[src/rtl/cache_arbiter_pkg.sv]
// Shared types and widths for the cache-to-memory arbiter and the caches it serves.
package cache_arbiter_pkg;

    localparam int unsigned ADDR_W = 32;
    localparam int unsigned LINE_W = 256;

    typedef enum logic [1:0] {
        IDLE    = 2'd0,
        SERVE_I = 2'd1,
        SERVE_D = 2'd2
    } arb_state_t;

    typedef enum logic [1:0] {
        CACHE_IDLE      = 2'd0,
        CACHE_COMPARE   = 2'd1,
        CACHE_WRITEBACK = 2'd2,
        CACHE_ALLOCATE  = 2'd3
    } cache_state_t;

    typedef enum logic {
        REQ_I = 1'b0,
        REQ_D = 1'b1
    } requester_t;

    typedef struct packed {
        logic [ADDR_W-1:0] addr;
        logic              read;
        logic              write;
        logic [LINE_W-1:0] wdata;
    } mem_req_t;

endpackage

[src/rtl/cache_arbiter.sv]
// Round-robin arbiter sharing one cacheline memory port between the I-cache and D-cache.
// One transaction outstanding; the granted requester's bus is passed straight through.
module cache_arbiter
    import cache_arbiter_pkg::*;
(
    input  logic              clk,
    input  logic              rst_n,

    input  logic [ADDR_W-1:0] i_addr,
    input  logic              i_read,
    input  logic              i_write,
    input  logic [LINE_W-1:0] i_wdata,
    output logic [LINE_W-1:0] i_rdata,
    output logic              i_resp,

    input  logic [ADDR_W-1:0] d_addr,
    input  logic              d_read,
    input  logic              d_write,
    input  logic [LINE_W-1:0] d_wdata,
    output logic [LINE_W-1:0] d_rdata,
    output logic              d_resp,

    output logic [ADDR_W-1:0] mem_addr,
    output logic              mem_read,
    output logic              mem_write,
    output logic [LINE_W-1:0] mem_wdata,
    input  logic [LINE_W-1:0] mem_rdata,
    input  logic              mem_resp
);

    arb_state_t r_state;
    requester_t r_last_served;

    logic     w_i_pending;
    logic     w_d_pending;
    mem_req_t w_i_req;
    mem_req_t w_d_req;
    mem_req_t w_mem_req;

    // On a tie the requester not served last wins.
    function automatic arb_state_t grant_sel(
        input logic       req_i,
        input logic       req_d,
        input requester_t last
    );
        arb_state_t sel;
        sel = IDLE;
        if (req_i && req_d) begin
            sel = (last == REQ_I) ? SERVE_D : SERVE_I;
        end else if (req_i) begin
            sel = SERVE_I;
        end else if (req_d) begin
            sel = SERVE_D;
        end
        return sel;
    endfunction

    assign w_i_pending = i_read | i_write;
    assign w_d_pending = d_read | d_write;

    assign w_i_req = '{addr: i_addr, read: i_read, write: i_write, wdata: i_wdata};
    assign w_d_req = '{addr: d_addr, read: d_read, write: d_write, wdata: d_wdata};

    // A dropped request mid-service is not recovered: we leave SERVE_x only on mem_resp.
    always_ff @(posedge clk or negedge rst_n) begin
        if (!rst_n) begin
            r_state       <= IDLE;
            r_last_served <= REQ_I;
        end else begin
            case (r_state)
                IDLE: begin
                    r_state <= grant_sel(w_i_pending, w_d_pending, r_last_served);
                end
                SERVE_I: begin
                    if (mem_resp) begin
                        r_state       <= IDLE;
                        r_last_served <= REQ_I;
                    end
                end
                SERVE_D: begin
                    if (mem_resp) begin
                        r_state       <= IDLE;
                        r_last_served <= REQ_D;
                    end
                end
                default: begin
                    r_state <= IDLE;
                end
            endcase
        end
    end

    // Pass-through datapath; everything idles at zero, so reset clears outputs without a clock.
    always_comb begin
        w_mem_req = '0;
        i_resp    = 1'b0;
        d_resp    = 1'b0;
        i_rdata   = '0;
        d_rdata   = '0;
        case (r_state)
            SERVE_I: begin
                w_mem_req = w_i_req;
                i_resp    = mem_resp;
                i_rdata   = mem_rdata;
            end
            SERVE_D: begin
                w_mem_req = w_d_req;
                d_resp    = mem_resp;
                d_rdata   = mem_rdata;
            end
            default: begin
                w_mem_req = '0;
            end
        endcase
    end

    assign mem_addr  = w_mem_req.addr;
    assign mem_read  = w_mem_req.read;
    assign mem_write = w_mem_req.write;
    assign mem_wdata = w_mem_req.wdata;

endmodule

[config.mk]
export PLATFORM = sky130hd
export DESIGN_NAME = cache_arbiter
export DESIGN_NICKNAME = d
export VERILOG_FILES = /design/src/rtl/cache_arbiter_pkg.sv /design/src/rtl/cache_arbiter.sv
export SDC_FILE = /design/constraint.sdc
export NUM_CORES = 1
export LEC_CHECK = 0
export CORE_AREA = 10 10 635 637
export DETAILED_ROUTE_END_ITERATION = 12
export DIE_AREA = 0 0 645 647
export GPL_TIMING_DRIVEN = 0
export SETUP_SLACK_MARGIN = 0.05
export SLEW_MARGIN = 25
export SYNTH_ARGS = -nofsm -noshare
export SYNTH_HDL_FRONTEND = slang
export SYNTH_SLANG_ARGS = --single-unit
export TNS_END_PERCENT = 30
[constraint.sdc]
create_clock -name clk -period 2.3 [get_ports clk]
set_clock_uncertainty 0.2 [all_clocks]
set_input_delay 0.345 -clock clk [delete_from_list [all_inputs] [get_ports clk]]
set_output_delay 0.345 -clock clk [all_outputs]
set_load 0.1 [all_outputs]
; ---- Word level (Yosys, flattened, before mapping)
; Index checks and enable logic that the tools add are counted.
[word_totals]
reg_bits = 3
latch_bits = 0
mem_bits_rw = 0
romBits = 0
input_bits = 839
output_inout_bits = 804
wordCells = 28
n_memories = 0
[classes]
n_addsub = 0
mul = 0
div = 0
magnitude_cmp = 0
n_eq_ne = 5
shifts = 0
n_mux = 14
bitwise = 2
n_reduce_logical = 5
[op_table]
columns = operator, count
row1 = 290-bit one-hot mux with 2 select lines, 1
row2 = 256-bit two-way mux, 2
row3 = 2-bit two-way mux, 5
row4 = 1-bit two-way mux, 4
row5 = "2-bit inequality test, second input constant", 2
row6 = 2-bit one-hot mux with 2 select lines, 1
row7 = 3-bit AND reduction, 1
row8 = "2-bit by 1-bit == test with 1-bit output, second input constant", 1
row9 = "2-bit == test, second input constant", 1
row10 = 2-bit zero test, 1
row11 = "2-bit by 1-bit inequality test with 1-bit output, second input constant", 1
row12 = 1-bit bitwise OR, 2
row13 = 1-bit one-hot mux with 2 select lines, 1
row14 = 2-bit nonzero test, 1
row15 = 2-bit OR reduction, 1
row16 = 1-bit logical AND, 1

; ---- Logic depth before layout (Yosys ltp)
[logic_depth]
word_depth = 5
ltp_mapped = 7
depth_no_buf = 5

; ---- Worst setup path before layout
; No wires, ideal clock.
[synth_path]
path_kind = reg2out
from = reg r_state[1]
to = out mem_addr[0]
arrival_ps = 2467
required_ps = 1755
path_slack_ps = -712
path_stages_with_launch = 6
path_buffers = 2
cell_sequence = dfrtp_1 > inv_1 > ha_1 > buf_2 > clkbuf_1 > nor2b_1
[synth_between]
elab_chain_len = 2
elab_cells_between_ends = 3
classes_between = eq/ne: 2 / mux: 1
[synth_rtl]
columns = element, line_no
row1 = start: declaration, cache_arbiter.sv:31  ; arb_state_t r_state;
row2 = start signal: assignment, cache_arbiter.sv:72  ; r_state <= grant_sel(w_i_pending, w_d_pending, r_last_served);
row3 = 2-bit == test or 2-bit by 1-bit == test with 1-bit output (tied branches), cache_arbiter.sv:100  ; case (r_state)
row4 = 290-bit one-hot mux with 2 select lines *, cache_arbiter.sv:100
row5 = end: declaration, cache_arbiter.sv:23  ; output logic [ADDR_W-1:0] mem_addr,
; Mark *: on every way between the ends. The rest lies on a longest branch, timed or not.

; ---- Worst setup path in the final report
[layout_path]
from = reg r_state[0]
to = out mem_wdata[181]
[layout_between]
elab_chain_len = 2
elab_cells_between_ends = 3
classes_between = eq/ne: 2 / mux: 1
[layout_rtl]
columns = element, line_no
row1 = 2-bit == test or 2-bit by 1-bit == test with 1-bit output (tied branches), cache_arbiter.sv:100
row2 = 290-bit one-hot mux with 2 select lines *, cache_arbiter.sv:100
row3 = end: declaration, cache_arbiter.sv:26  ; output logic [LINE_W-1:0] mem_wdata,
; Marked as above.

==> reports/metrics.cfg <==
[status]
run_status=finished with violations
violated_checks=negative setup slack

[placement]
detailedPlace.worstSlack_ns=-2.04
finalWeightedCongestion=1.02
dpl.cell_count=8133
post-dp-hpwl_um=417000
io_buffers=1642

[yosys]
netlist_instances=1268
yosys.area_share.simple_pct=61.4
synth_area_um2=8220
synth_nets=2111
synthMuxAreaShare_pct=0.122
netlist-cell-type-count=19
largest_family_of_logic_cells_by_synthesized_area=simple AND/OR/NAND/NOR gates
post_synth_arst_share_pct=100
yosys_most_used_dff=dfrtp_1
synth_enable_flop_cells=0
synth-xor-area-share_pct=0
synth-compound-area-share_pct=26.9
synth_sequential_area_ratio_pct=0.913
ys_warn_count=0
synth.avg_cell_area_um2=6.49
synth-adder-area-share_pct=0.609
yosys_register_bits=3

[floorplanning]
die_footprint_um2=417000
starting_utilization_of_the_core_area_pct=2.10
die_x_um=645
rows=230
floorplan.core_area_um2=391000
die_height_um=647
num_io_pins=1643

[critical_path]
worst_r2r_startpoint=r_state[0]$_DFFE_PN0P_
cp_data_required_time_ns=1.75
critical_path_cell_count=7
path_buf_inv=4
critical_path_arrival_ns=2.31
critPathLaunchType=flop
cpPeakStageDelay_ns=0.50
crit-reg2reg-capture=r_state[1]$_DFFE_PN0P_
reg2reg_depth=6
timing_worst_setup_path_type=reg -> out
worst_path_max_delay_cell=a22oi_2
crit_end=mem_wdata[181]
critical_path.startpoint=r_state[0]$_DFFE_PN0P_
critPathCaptureType=primary output
crit_family=buffers and inverters
timing.critical_path.cells=ha_4 -> clkbuf_16 -> buf_12 -> buf_4 -> a22oi_2 -> nor2b_2 -> buf_6
critPathMaxFanout=10
ff2ff_setup_slack_ns=0.31

[drt]
dr_wl_met2_um=186000
length_of_routed_met3_wiring_um=79000
drt-met1-wl_um=161000
route.vias.total=21400
wl_per_cell_um=52.8
drt_drc_violations_left=0
drt-total-wl_um=439000
maxUsedRoutingLayer=met5
detailedRoute.firstPassIterationCount=5
vias_per_cell=2.58
dr.first_iter.drc_count=2055
antenna_violation_net_count_after_detailed_routing=0

[global_routing]
number_of_global_route_vias_before_repair=18200
grt_util_all_layers_pct=19.8
globalRouteOverflowTotal=0
grt_max_degree=11
grt_pass1_wl_um=475000
antenna_found_initial=589

[power]
peakVddDrop_uv=1360
cellPowerDensity_nw_per_um2=1980
finalPower_uw=70300
total_leakage_power_uw=0.0124

[clock_tree]
root_buffer=clkbuf_16
clock_net_sink_count=3
cts_max_path_buffers=2
post_cts_hold_buffer_count=0
cts.htree.levels=1
worstSkewPairLatency_ns=0.23
clk_transition_reported_paths_ns=0.03
cts_made_buffers=3
cts_tree=done

[sta]
worst_slack_ns=-0.557
final-max-slew-violation-count=0
grt_setup_unrepaired=true
number_of_hold_slack_violations_in_the_final_timing_report=0
worst_pin_slew_ns=0.710
max_clock_freq_mhz=350
final.period_utilization_pct=124
whs_ns=0.129
slew-limit-headroom_pct=52.5
layout_min_cycle_time_ns=2.86
finalSetupViolCount=789

[final_layout]
finalNetCount=3801
fillerInstances=45700
final_layout_size_suffix_gt1_share_pct=49.7
finalCoreUtilization_pct=9.07
final_common_cell=clkdlybuf4s50_1
instances_no_fill=8308
layout.cells.most_common_list=clkdlybuf4s50_1, and2_1, buf_4, nor2b_2, buf_6
multi_input_area_um2=8820
layout-area-overhead-vs-synth_pct=331
ff_latch_area_um2=75.1

[flow_run]
max-cap-violations=0

[hold_path]
worst_hold_path_type=in -> async

## worst reg2reg max path: stages (launching register included)
cell,delay [ns]
dfrtp_1,0.42
inv_2,0.11
ha_1,0.34
buf_6,0.27
and2b_1,0.23
nor2_1,0.07
a32o_1,0.25
## cells in the mapped netlist (2+ instances only)
master / number / area (µm²)
and2_1: 514 / 3220
a22oi_1: 290 / 2180
nor2b_1: 290 / 1810
clkbuf_2: 46 / 230
buf_2: 40 / 200
clkbuf_1: 35 / 131
buf_4: 29 / 218
ha_1: 4 / 50.1
buf_6: 3 / 33.8
dfrtp_1: 3 / 75.1
inv_1: 3 / 11.3
o21ai_0: 3 / 15.0
nor2_1: 2 / 7.51
## sequential cells by signal, indices dropped and copies added (netlist names)
| name | count |
|---|---|
| r_state | 2 |
| r_last_served | 1 |
## how the worst min path moves through the flow
stage / start / slack, ns / depth (start not counted) / endpoint
CTS: rst_n / 0.12 / 1 / r_state[1]$_DFFE_PN0P_
detailed placement: r_state[0]$_DFFE_PN0P_ / 0.30 / 2 / r_state[0]$_DFFE_PN0P_
floorplan: rst_n / -0.15 / 0 / r_last_served$_DFFE_PN0P_
global route: rst_n / 0.12 / 1 / r_state[0]$_DFFE_PN0P_
finish: rst_n / 0.13 / 1 / r_state[1]$_DFFE_PN0P_
global placement: r_state[0]$_DFFE_PN0P_ / 0.30 / 2 / r_state[0]$_DFFE_PN0P_
## final cells by class
class                   instances  area share [%]
plain buffers                 153            4.76
diodes                        131           0.925
well taps                    5220            18.4
flip-flops and latches          3           0.212
repair buffers               1685            50.5
inverters                       3          0.0318
multi-input cells            1109            24.9
clock buffers                   4           0.222
## routing by layer
metal  vias to the layer above  track usage (%)
met1                      9882             21.5
met4                       256             3.04
li1                       7855                -
met2                      2571             30.4
met5                         -                0
met3                       839             16.1
## repair_timing
| action | 4_1_cts | 5_1_grt |
|---|---|---|
| pin swaps | 3 | 24 |
| gates resized for setup | 2967 | 954 |
| buffers inserted | 11 | 15 |
| gates cloned | 3 | 11 |
| endpoints found under the setup margin | 805 | 804 |
## power breakdown
part           leakage [µW]  internal [µW]  total [µW]  switching (µW)
sequential        0.0000360           77.5         103            25.9
combinational        0.0124          17800       70000           52200
clock             0.0000390            229         281            51.9
total                0.0124          18100       70300           52200
## logic make-up (layout without fill, tap and decap cells)
group / count (synthesis) / count (layout)
compound gates: 296 / 296
fa+ha+maj: 4 / 4
buf+inv: 156 / 1845
flops: 3 / 3
mux: 1 / 1
other cells: 0 / 131
simple gates: 808 / 808
## per-stage QoR
step	TNS (ns)	cell area [µm²]
final	-278.44	35400
after global routing	-340.10	35200
after CTS	-343.72	32400
after detailed placement	-999.89	30000
after global placement	-1351.33	32000
after floorplan	-80.12	9010
(Power assumes the default switching activity.)
